File: config.mk
export PLATFORM = sky130hd
export DESIGN_NAME = display_write_arbiter
export DESIGN_NICKNAME = d
export VERILOG_FILES = /design/src/rtl/display_write_arbiter.sv
export SDC_FILE = /design/constraint.sdc
export NUM_CORES = 1
export LEC_CHECK = 0
export CAP_MARGIN = 10
export CORE_UTILIZATION = 48
export DETAILED_ROUTE_END_ITERATION = 16
export PLACE_DENSITY = 0.76
export SETUP_SLACK_MARGIN = 0.4
export SYNTH_ARGS = -nofsm -noshare
export SYNTH_HDL_FRONTEND = slang
export SYNTH_SLANG_ARGS = --single-unit
export TNS_END_PERCENT = 50
File: constraint.sdc
create_clock -name clk_100 -period 2.5 [get_ports clk_100]
set_input_delay 0.625 -clock clk_100 [delete_from_list [all_inputs] [get_ports clk_100]]
set_output_delay 0.625 -clock clk_100 [all_outputs]
set_load 0.05 [all_outputs]
File: src/rtl/display_write_arbiter.sv
// Write scheduler for the 16-bit display value register.
// Two requesters share one write port:
//   - auto: LFSR writes paced by an internal tick counter.
//   - manual: req/gnt handshake.
// Ties are broken round-robin. Every write is followed by one cooldown cycle.
// All outputs are registered.
module display_write_arbiter #(
    parameter int MAX_COUNT = 100_000_000,
    parameter int DATA_W    = 16
) (
    input  logic              clk_100,
    input  logic              reset,
    input  logic              en_auto,
    input  logic [DATA_W-1:0] lfsr_data,
    input  logic              man_req,
    input  logic [DATA_W-1:0] man_data,
    output logic              man_gnt,
    output logic              lfsr_step,
    output logic              wr_en,
    output logic [DATA_W-1:0] wr_data,
    output logic              tick,
    output logic              overrun
);

    // state | meaning
    // IDLE  | choose between pending auto write and manual request
    // WRITE | write strobe cycle (wr_en high with man_gnt or lfsr_step)
    // COOL  | one dead cycle; a manual request still held here is ignored
    typedef enum logic [1:0] {IDLE, WRITE, COOL} state_t;
    typedef enum logic {SRC_MAN = 1'b0, SRC_AUTO = 1'b1} src_t;

    localparam int CNT_W = (MAX_COUNT > 2) ? $clog2(MAX_COUNT) : 1;
    localparam logic [CNT_W-1:0] CNT_LAST = CNT_W'(MAX_COUNT - 1);

    state_t            state_q, state_d;
    src_t              last_q, last_d;
    logic [CNT_W-1:0]  cnt_q, cnt_d;
    logic              pend_q, pend_d;
    logic              tick_q, tick_d;
    logic              overrun_q, overrun_d;
    logic              wr_en_q, wr_en_d;
    logic              man_gnt_q, man_gnt_d;
    logic              lfsr_step_q, lfsr_step_d;
    logic [DATA_W-1:0] wr_data_q, wr_data_d;
    logic              tick_evt;
    logic              grant_auto;
    logic              grant_man;

    // Pace counter and the single-entry auto-write queue. A tick that lands on
    // the same edge as an auto grant re-arms pend without flagging overrun.
    always_comb begin
        tick_evt  = en_auto && (cnt_q == CNT_LAST);
        cnt_d     = '0;
        tick_d    = tick_evt;
        pend_d    = pend_q;
        overrun_d = overrun_q | (tick_evt & pend_q & ~grant_auto);
        if (en_auto && !tick_evt) begin
            cnt_d = cnt_q + CNT_W'(1);
        end
        if (!en_auto) begin
            pend_d = 1'b0;
        end else if (tick_evt) begin
            pend_d = 1'b1;
        end else if (grant_auto) begin
            pend_d = 1'b0;
        end
    end

    // Arbitration and next-state; the write strobes are computed one edge early
    // so they appear registered during the WRITE cycle.
    always_comb begin
        state_d     = state_q;
        last_d      = last_q;
        wr_data_d   = wr_data_q;
        wr_en_d     = 1'b0;
        man_gnt_d   = 1'b0;
        lfsr_step_d = 1'b0;
        grant_auto  = 1'b0;
        grant_man   = 1'b0;
        case (state_q)
            IDLE: begin
                if (pend_q && man_req) begin
                    if (last_q == SRC_AUTO) grant_man = 1'b1;
                    else                    grant_auto = 1'b1;
                end else if (pend_q) begin
                    grant_auto = 1'b1;
                end else if (man_req) begin
                    grant_man = 1'b1;
                end
                if (grant_auto) begin
                    state_d     = WRITE;
                    wr_en_d     = 1'b1;
                    lfsr_step_d = 1'b1;
                    wr_data_d   = lfsr_data;
                    last_d      = SRC_AUTO;
                end else if (grant_man) begin
                    state_d   = WRITE;
                    wr_en_d   = 1'b1;
                    man_gnt_d = 1'b1;
                    wr_data_d = man_data;
                    last_d    = SRC_MAN;
                end
            end
            WRITE:   state_d = COOL;
            COOL:    state_d = IDLE;
            default: state_d = IDLE;
        endcase
    end

    // State and output registers with synchronous active-low reset.
    always_ff @(posedge clk_100) begin
        if (!reset) begin
            state_q     <= IDLE;
            last_q      <= SRC_MAN;
            cnt_q       <= '0;
            pend_q      <= 1'b0;
            tick_q      <= 1'b0;
            overrun_q   <= 1'b0;
            wr_en_q     <= 1'b0;
            man_gnt_q   <= 1'b0;
            lfsr_step_q <= 1'b0;
            wr_data_q   <= '0;
        end else begin
            state_q     <= state_d;
            last_q      <= last_d;
            cnt_q       <= cnt_d;
            pend_q      <= pend_d;
            tick_q      <= tick_d;
            overrun_q   <= overrun_d;
            wr_en_q     <= wr_en_d;
            man_gnt_q   <= man_gnt_d;
            lfsr_step_q <= lfsr_step_d;
            wr_data_q   <= wr_data_d;
        end
    end

    assign man_gnt   = man_gnt_q;
    assign lfsr_step = lfsr_step_q;
    assign wr_en     = wr_en_q;
    assign wr_data   = wr_data_q;
    assign tick      = tick_q;
    assign overrun   = overrun_q;

endmodule
## After elaboration in Yosys (flattened, before gate mapping)

Cells that the tools add are included.

- Flip-flop bits (word level): 52
- Input bits: 36
- Output and inout bits: 21

- Add/sub/neg operators: 1
- Equality and inequality tests: 3
- Muxes and demuxes: 22
- Bitwise logic cells: 6
- Reduce and logical (&&, ||, !) cells: 12

Operators with widths:

| operator | count |
|---|---|
| two-way mux 16 bit | 2 |
| adder 27 x 1 -> 27 bit, second input constant | 1 |
| == test 27 bit, second input constant | 1 |
| two-way mux 1 bit | 17 |
| AND reduction 2 bit | 4 |
| two-way mux 2 bit | 2 |
| one-hot mux 2 bit (2 select lines) | 1 |
| nonzero test 2 bit | 2 |
| logical AND 1 bit | 3 |
| != test 3 bit, second input constant | 1 |
| NOT 1 bit | 3 |
| OR reduction 3 bit | 1 |
| AND 1 bit | 2 |
| == test 2 x 1 -> 1 bit, second input constant | 1 |
| zero test 2 bit | 1 |
| zero test 1 bit | 1 |
| bitwise OR 1 bit | 1 |

## Logic depth before layout (Yosys ltp)

- Depth in word-level cells: 7
- Gate-level depth with buffers: 9
- Mapped depth without buffers: 6

## Least setup slack after synthesis

OpenSTA, ideal clock, no wires.

- Path kind: input-to-reg
- Start: in man_req
- End: reg wr_data_q[5], in the netlist wr_data[5]
- Arrival time: 1923 ps
- Slack: 461 ps
- Stages on the path: 5
- Cell sequence: a21oi_1 > buf_2 > mux2i_1 > nand2_1 > o211a_1

- Word-level cells in the longest chain between the ends: 6

Ends and longest elaborated chain:

| what | RTL line | RTL |
|---|---|---|
| from (decl) | 15 | `input logic man_req,` |
| two-way mux 1 bit | 87 | `end else if (man_req) begin` |
| two-way mux 1 bit | 85 | `end else if (pend_q) begin` |
| two-way mux 1 bit | 82 | `if (pend_q && man_req) begin` |
| two-way mux 1 bit | 80 | `case (state_q)` |
| nonzero test 2 bit (no source line) | n/a |  |
| AND reduction 2 bit (no source line) | n/a |  |
| to (signal assigned) | 133 | `wr_data_q <= wr_data_d;` |
| to (decl) | 44 | `logic [DATA_W-1:0] wr_data_q, wr_data_d;` |

Parallel ways exist; a longest one is shown, timed or not. The select of a mux whose other input is x is not followed.
A chain may end at the register's enable or synchronous reset.

## Final worst setup path

- Start: reg wr_data_q[5], in the netlist wr_data[5]
- End: out wr_data[5]

RTL lines:

| what | RTL line | RTL |
|---|---|---|
| to (decl) | 20 | `output logic [DATA_W-1:0] wr_data,` |

No word-level cell between the ends.

==> run summary <==
Initial antenna violation count - 0
Yosys warning total - 0
Router iterations before antenna repair - 10
Hold Path Origin - overrun$_SDFF_PN0_
Crit Path Category - reg2out
PD cells - 550 mW/mm^2
Number of buffers created by CTS - 5
Unrepaired setup endpoints after global routing - true
Share of cells above drive strength 1 - 6.33%
Slew Limit Headroom - 60.5%
Area leader, netlist - dfxtp_1
Period utilisation layout - 83.4%
Critical path required time - 1880 ps
Die ar. - 0.00497 sq mm
Crit-path cells - clkdlybuf4s50_1
Total area of sequential cells - 0.00104 sq mm
Worst path top cell family by delay - buffers and inverters
Type of origin of the critical path - flop
Critical Path AT - 1460 ps
CP max-delay cell - clkdlybuf4s50_1
Failing checks - design-rule violations
Most common cell in the synthesized netlist - dfxtp_1
Rows - 24
Critical R2R Capture - cnt_q[25]$_SDFF_PN0_
Netlist cell types - 31
Initial core utilization - 50.6%
Async set or reset register ratio after synthesis - 0%
Die Wd - 70.5 microns
WHS Path Cells - 2
CP max stage delay - 820 ps
Final setup TNS - 0 ps
Fin crit period - 2090 ps
Hold Vio Cnt, Final - 0
Clock sink total - 52
Core area - 0.00444 sq mm
First-pass GRT wire length - 7.88 mm
Buf/Inv on CP - 1
R2R Setup Slk - 530 ps
Vias - 1,839
Peak VDD IR - 316 uV
Sequential cell area fraction in the yosys report - 46.2%
Predominant post-synthesis flop cell - dfxtp_1
Worst-Margin Slew - 587 ps
Yosys top cell area share - 46.2%
I/O Pins - 57
Fill cells - 367
Antenna diodes - 0
Worst Skew - 5.88 ps
Fin util - 66.3%
Root buf cell - clkbuf_8
Register bit total from synthesis - 52
TritonCTS clock tree - done
Pleak - 0.00117 uW
CTS Hold Bufs - 0
DP Wirelength - 3.17 mm
Worst setup EP type - output pin
Number of synthesized flops with an enable pin - 0
Critical R2R Launch - cnt_q[11]$_SDFF_PN0_
Final Max Tran Viols - 0
GRT Overall Usage - 20.1%
R2R cell count - 5
Synth Cell Area - 0.00225 sq mm
GP Congestion - 0.838
Post-CTS setup buffer count - 0
Largest net degree at the start of global routing - 36
Htree depth - 2
Detailed Route WL - 4.51 mm
Max_cap viols - 0
Setup slack after layout - 414 ps
IO Port Bufs - 56
Status - complete, but fails checks
Hold Crit Class - reg2reg
Initial detailed-routing violation count - 85
Worst hold endpoint - overrun$_SDFF_PN0_
Vias per cell - 5.22
NumNets Final - 336
Pre-CTS setup slack - 388 ps
Antenna-violating nets left - 0
Wire per inst - 12.8 microns
Worst-path fanout max - 2
Total grt overflow - 0
Largest cells by area after synthesis - dfxtp_1 (46%), mux2i_1 (7.1%), o211a_1 (7.1%)
Die height - 70.5 microns
Fmax - 0.479 GHz
Multi-input logic area - 0.00114 sq mm
DR DRC count - 2
Syn Inst Count - 245
Area growth from synthesis to layout - 31.0%
Clock slew at reported path FFs - 90 ps
Synth top cells by count - dfxtp_1 (52), nor2_1 (35), nand2_1 (30)
Clk Latency, worst-skew pair - 300 ps
CTS max path bufs - 2
Endpoints failing setup - 0
Post-CTS Resized - 1
Syn Area/Cell - 9.19 sq um
Syn Nets - 282
Vias in the first global route - 1,781
-- cells by family (layout without fill, tap and decap cells) --
group	after synthesis	in the layout	synth area share, %
AO/OA/AOI/OAI	25	25	9.73
XOR/XNOR	23	23	8.95
adder cells (fa/ha/maj)	1	1	0.556
buffers and inverters	17	72	3.22
flip-flops	52	52	46.2
multiplexers	16	16	7.11
AND/OR/NAND/NOR	111	111	24.2
-- area by class of cell --
cell class / instances / share of cell area, %
Multi-Input combinational cell: 176 / 38.8
Sequential cell: 52 / 35.3
Timing Repair Buffer: 60 / 20.1
Clock buffer: 6 / 2.80
Tap cell: 52 / 2.21
Inverter: 4 / 0.509
Clock inverter: 2 / 0.340
-- worst max path at each step --
stage                        startpoint                       to  slack [ps]  cells after the start
2_1_floorplan                   man_req  wr_data[5]$_SDFFE_PN0P_         460                      5
3_3_place_gp                    man_req  wr_data[7]$_SDFFE_PN0P_         410                      6
3_5_place_dp                    man_req  wr_data[0]$_SDFFE_PN0P_         390                      6
4_1_cts         wr_data[6]$_SDFFE_PN0P_               wr_data[6]         400                      1
5_1_grt        wr_data[14]$_SDFFE_PN0P_              wr_data[14]         370                      1
6_report        wr_data[5]$_SDFFE_PN0P_               wr_data[5]         410                      1
-- per-layer routing --
metal,part of all wire [%],GRT usage (%),up-vias
met1,50,24.8,845
met4,1.9,7.03,0
met5,0,0,-
met2,45,33.2,32
met3,3.2,5.92,9
li1,-,-,953
-- sequential cells by signal (all words and copies together) (netlist names) --
register	count
wr_en	1
wr_data	16
overrun	1
man_gnt	1
state_q	2
cnt_q	27
pend_q	1
last_q	1
lfsr_step	1
tick	1
-- layout by cell type (no fill, tap or decap), types with 2 or more instances in the layout --
cell type and n:
a21oi_1 4, and2_1 2, and3_1 4, and4_1 3, buf_4 4, clkbuf_8 6
clkdlybuf4s50_1 54, clkinv_2 2, dfxtp_1 52, inv_1 4, mux2i_1 16, nand2_1 30
nand3_1 13, nand4_1 8, nor2_1 35, nor3_1 3, nor4_1 4, nor4b_1 2
o211a_1 16, xnor2_1 9, xor2_1 14
-- report_power, final --
part | internal (uW) | switching (uW)
clock | 222 | 273
sequential | 855 | 13.7
combinational | 115 | 143
-- per-stage QoR --
step | hold slack, ps | power (uW) | area, sq um | cells
after floorplan | 437 | 1030 | 2250 | 245
after global placement | 451 | 1150 | 2850 | 344
after detailed placement | 455 | 1150 | 2850 | 344
after CTS | 487 | 1640 | 2940 | 352
after global routing | 511 | 1700 | 2950 | 352
final | 486 | 1620 | 2950 | 352
-- tightest hold or removal path: cells and delay by family (launching register included) --
| kind | cells | cell delay [ps] |
|---|---|---|
| AOI/OAI and AO/OA | 1 | 60 |
| and+or+nand+nor | 1 | 60 |
| DFF | 1 | 330 |
Power figures use the tool's default switching activity.
